## src/rtl/magnitude_tracker.sv

```systemverilog
// Sliding-window magnitude average with peak hold and a debounced, hysteretic alarm.
// One-cycle latency, no backpressure; optional peak logic enabled by MAGTRK_PEAK_EN.
module magnitude_tracker #(
  parameter int WIN_LOG2 = 3,
  parameter int DATA_W   = 8
) (
  input  logic              clk,
  input  logic              rst,
  input  logic [DATA_W-1:0] mag_in,
  input  logic              mag_valid,
  input  logic [DATA_W-1:0] thr_hi,
  input  logic [DATA_W-1:0] thr_lo,
  input  logic              clear_peak,
  output logic [DATA_W-1:0] avg_out,
  output logic              avg_valid,
  output logic              win_full,
  output logic [DATA_W-1:0] peak_out,
  output logic              alarm
);

  localparam int DEPTH = 1 << WIN_LOG2;
  localparam int SUM_W = DATA_W + WIN_LOG2;
  localparam logic [WIN_LOG2:0] FILL_MAX = (WIN_LOG2+1)'(DEPTH);
  localparam logic [WIN_LOG2:0] FILL_PRE = (WIN_LOG2+1)'(DEPTH - 1);

  typedef enum logic [1:0] {QUIET, PENDING, ALERT} state_t;

  logic [DATA_W-1:0]   win_buf [DEPTH];
  logic [WIN_LOG2-1:0] wp;
  logic [WIN_LOG2:0]   fill_cnt;
  logic [SUM_W-1:0]    sum;
  logic [SUM_W-1:0]    sum_next;
  logic [DATA_W-1:0]   avg_next;
  logic                full_incl;
  state_t              state_q, state_d;

  assign sum_next  = sum + SUM_W'(mag_in) - SUM_W'(win_buf[wp]);
  assign avg_next  = sum_next[SUM_W-1:WIN_LOG2];
  // True when the sample being accepted completes (or follows) a full window.
  assign full_incl = (fill_cnt >= FILL_PRE);
  assign win_full  = fill_cnt[WIN_LOG2];
  assign alarm     = (state_q == ALERT);

  always_ff @(posedge clk) begin
    if (rst) begin
      for (int i = 0; i < DEPTH; i++) win_buf[i] <= '0;
      wp        <= '0;
      fill_cnt  <= '0;
      sum       <= '0;
      avg_out   <= '0;
      avg_valid <= 1'b0;
    end else begin
      avg_valid <= mag_valid && full_incl;
      if (mag_valid) begin
        win_buf[wp] <= mag_in;
        wp          <= wp + 1'b1;
        sum         <= sum_next;
        avg_out     <= avg_next;
        if (fill_cnt != FILL_MAX) fill_cnt <= fill_cnt + 1'b1;
      end
    end
  end

  always_ff @(posedge clk) begin
    if (rst) state_q <= QUIET;
    else     state_q <= state_d;
  end

  always_comb begin
    state_d = state_q;
    if (mag_valid && full_incl) begin
      case (state_q)
        QUIET:   if (avg_next >= thr_hi) state_d = PENDING;
        PENDING: state_d = (avg_next >= thr_hi) ? ALERT : QUIET;
        ALERT:   if (avg_next < thr_lo) state_d = QUIET;
        default: state_d = QUIET;
      endcase
    end
  end

`ifdef MAGTRK_PEAK_EN
  logic [DATA_W-1:0] peak_q;

  // A clear that coincides with a sample restarts tracking from that sample.
  always_ff @(posedge clk) begin
    if (rst)                                peak_q <= '0;
    else if (clear_peak && mag_valid)       peak_q <= mag_in;
    else if (clear_peak)                    peak_q <= '0;
    else if (mag_valid && mag_in > peak_q)  peak_q <= mag_in;
  end

  assign peak_out = peak_q;
`else
  logic unused_clear_peak;
  assign unused_clear_peak = clear_peak;
  assign peak_out = '0;
`endif

endmodule

```

## config.mk

```make
export PLATFORM = sky130hd
export DESIGN_NAME = magnitude_tracker
export DESIGN_NICKNAME = d
export VERILOG_FILES = /design/src/rtl/magnitude_tracker.sv
export SDC_FILE = /design/constraint.sdc
export NUM_CORES = 1
export LEC_CHECK = 0
export ABC_AREA = 1
export BUFFER_PORTS_ARGS = -buffer_cell sky130_fd_sc_hd__buf_4
export CAP_MARGIN = 20
export CORE_ASPECT_RATIO = 1.1
export CORE_MARGIN = 1.5
export CORE_UTILIZATION = 45
export DETAILED_ROUTE_END_ITERATION = 10
export PLACE_DENSITY = 0.67
export SYNTH_ARGS = -nofsm -noshare
export SYNTH_HDL_FRONTEND = slang
export SYNTH_SLANG_ARGS = --single-unit
```

## constraint.sdc

```tcl
create_clock -name clk -period 8.3 [get_ports clk]
set_clock_uncertainty 0.1 [all_clocks]
set_input_delay 1.66 -clock clk [delete_from_list [all_inputs] [get_ports clk]]
set_output_delay 1.66 -clock clk [all_outputs]
set_load 0.1 [all_outputs]
```

==> flow_summary.json <==
{
  "drv_slew": 0,
  "cts-buffers-inserted": 9,
  "io_pins": 47,
  "reg2reg_slack_ns": 3.22,
  "grt-ovfl-total": 0,
  "power.leakage_nw": 2.53,
  "postCtsHoldBufs": 0,
  "route.detailed.drc": 0,
  "cts_resized": 0,
  "die_area_mm2": 0.0117,
  "totalPowerFinal_mw": 1.87,
  "seqCellArea_mm2": 0.00240,
  "syn_inst": 575,
  "cts_tree": "done",
  "routed_wl_mm": 10.7,
  "worstSetupStartpointType": "flip-flop",
  "grt_max_degree": 34,
  "gr-usage-met1": 0.242,
  "setup_viol": 0,
  "yosys_warnings": 0,
  "start_util": 0.459,
  "slew_headroom": 0.420,
  "fillers": 976,
  "cp.required_ns": 8.48,
  "hold_viol_final": 0,
  "wire_per_inst_um": 14.2,
  "clock_sinks": 88,
  "use_met3": 0.0398,
  "finalCritPeriodShare": 0.612,
  "reg2regPathDepth": 24,
  "synthDistinctLibCells": 33,
  "pwr-share-seq": 0.282,
  "ir_worst_vdd_mv": 0.278,
  "multi_input_area_mm2": 0.00208,
  "period_needed_ns": 5.08,
  "ctsRootBufferMaster": "clkbuf_16",
  "power_switching_mw": 0.818,
  "antenna_found_initial": 0,
  "internal-power_mw": 1.06,
  "clock_power_share": 0.216,
  "outcome": "completed",
  "grt_usage": 0.196,
  "portBuffers": 37,
  "die-height_um": 113,
  "fp.dieW_um": 103,
  "grt_pass1_wl_mm": 17.3,
  "avgSynthCellArea_um2": 8.68,
  "rows": 40,
  "ant_nets": 0,
  "coreArea_mm2": 0.0109,
  "rsz0062_at_grt": "no",
  "worstPathArrival_ns": 5.26,
  "maxCapViolations": 0,
  "switching_share": 0.436,
  "r2r-end": "state_q[1]",
  "share_comb_of_total_power": 0.502,
  "netlist_area_mm2": 0.00499,
  "clk_latency_ns": 0.34,
  "antenna_cells": 0,
  "drt_iter0_drc": 204,
  "grt-busiest-layer": "met2",
  "placed_cell_area_mm2": 0.00529,
  "post_cts_buffers": 0,
  "layout-drive-gt1-share": 0.114,
  "area_growth_pct": 12.0,
  "yosysSeqAreaShare": 0.481,
  "path_clk_slew_ns": 0.06,
  "vias": 3743,
  "path_max_fanout": 33,
  "ys_seq_elements": 88,
  "viasPerCell": 4.97,
  "dp_hpwl_mm": 7.71,
  "tns_ns": 0,
  "h-tree-depth": 3,
  "clock.fmax_mhz": 197,
  "fin_area_mm2": 0.00559,
  "tightest_slew_ns": 0.869,
  "gp_congestion": 0.836,
  "dr.pass1.iters": 5,
  "worstSetupPathType": "reg2reg",
  "worstSetupEndpoint": "state_q[1]",
  "nNetsFinal": 666,
  "grt_pass1_vias": 3664,
  "cts_buffer_depth": 2,
  "met2_usage": 0.332,
  "power_density_mw_per_mm2": 335,
  "end_kind": "flip-flop",
  "hp-class": "reg2reg"
}
==> power by group through the flow <==
stage | Combinational, mW | Clock (mW) | Sequential, mW
detailed placement | 0.935 | 0 | 0.538
CTS | 0.943 | 0.413 | 0.528
floorplan | 0.757 | 0 | 0.531
finish | 0.941 | 0.405 | 0.528
global placement | 0.904 | 0 | 0.537
global route | 1.07 | 0.428 | 0.532
==> cell usage in the layout (no fill, tap or decap), types with 9 or more instances in the layout <==
cell       Yosys  routed
clkbuf_16      0       9
nand3_1       11      11
a21oi_1       29      29
o21ai_0       47      47
buf_4         17      38
nand2_1       47      47
ha_1          29      29
clkinv_1       7       9
edfxtp_1      64      64
nor2_1       138     138
inv_1         81      81
dfxtp_1       24      24
==> kinds of logic (layout without fill, tap and decap cells) <==
group / Yosys count / in the layout / synth area share
simple gates: 214 / 214 / 0.174
buf+inv: 121 / 145 / 0.107
compound gates: 105 / 105 / 0.116
flops: 88 / 88 / 0.481
fa+ha+maj: 37 / 37 / 0.105
xor+xnor: 9 / 9 / 0.0158
other cells: 1 / 8 / 0.000752
==> layout make-up <==
cell class,count,share of cell area
clock inverters,7,0.0128
clock buffers,9,0.0403
well taps,147,0.0329
repair buffers,38,0.0510
inverters,91,0.0611
multi-input cells,373,0.372
flip-flops and latches,88,0.430
==> routing by layer <==
layer  up-vias  share of wire
met2       102           0.50
met4         0          0.022
met5         -              0
li1       1905              -
met3        21          0.054
met1      1715           0.43
==> per-stage QoR <==
step	utilization	cells	hold slack [ns]	setup WS [ns]
finish	0.515	753	0.372	3.22
global route	0.515	753	0.402	2.78
CTS	0.515	753	0.378	3.23
detailed placement	0.487	737	0.368	2.98
global placement	0.487	737	0.355	3.00
floorplan	-	582	0.339	3.71
==> synthesized netlist by cell type (all sizes together) <==
cell type | count | area share
a211oi | 1 | 0.0015
a21oi | 30 | 0.031
a31o | 2 | 0.0035
a31oi | 8 | 0.010
buf | 18 | 0.027
clkbuf | 11 | 0.010
clkinv | 7 | 0.0053
conb | 1 | 0.00075
dfxtp | 24 | 0.096
dlygate4sd1 | 1 | 0.0018
edfxtp | 64 | 0.39
fa | 8 | 0.032
ha | 29 | 0.073
inv | 84 | 0.063
nand2 | 55 | 0.045
nand3 | 11 | 0.011
nand4 | 6 | 0.0075
nor2 | 138 | 0.10
nor3 | 4 | 0.0063
o21a | 1 | 0.0015
o21ai | 51 | 0.051
o21bai | 4 | 0.0075
o22ai | 8 | 0.010
xnor2 | 3 | 0.0053
xor2 | 6 | 0.011
==> sequential cells by signal, summed over array words and instances, names as in the netlist, named ones only <==
| name | cells |
|---|---|
| win_buf | 64 |
| fill_cnt | 4 |
| avg_out | 8 |
| state_q | 2 |
| wp | 3 |
| sum | 3 |
| avg_valid | 1 |
==> how the worst min path moves through the flow <==
stage | from | to | slack (ns) | cells past startpoint
2_1_floorplan | sum[0] | sum[0] | 0.34 | 2
3_3_place_gp | sum[0] | sum[0] | 0.35 | 2
3_5_place_dp | sum[0] | sum[0] | 0.37 | 2
4_1_cts | sum[0] | sum[0] | 0.38 | 2
5_1_grt | sum[0] | sum[0] | 0.40 | 2
6_report | sum[0] | sum[0] | 0.37 | 2
==> critical path: stages (launching register included) <==
cell      delay (ns)
dfxtp_1         0.30
buf_4           0.23
inv_1           0.67
o21ai_0         0.17
o22ai_1         0.24
nor2_1          0.07
a31oi_1         0.29
fa_1            0.47
inv_1           0.07
ha_1            0.31
a21oi_1         0.25
o21ai_1         0.11
a21oi_1         0.21
o21bai_1        0.10
xor2_1          0.24
inv_1           0.12
ha_1            0.29
nand2_1         0.04
nor2_1          0.13
nand4_1         0.10
nand3_1         0.17
nand4_1         0.10
nand2_1         0.07
inv_1           0.03
a21oi_1         0.12
(Power assumes the default switching activity.)
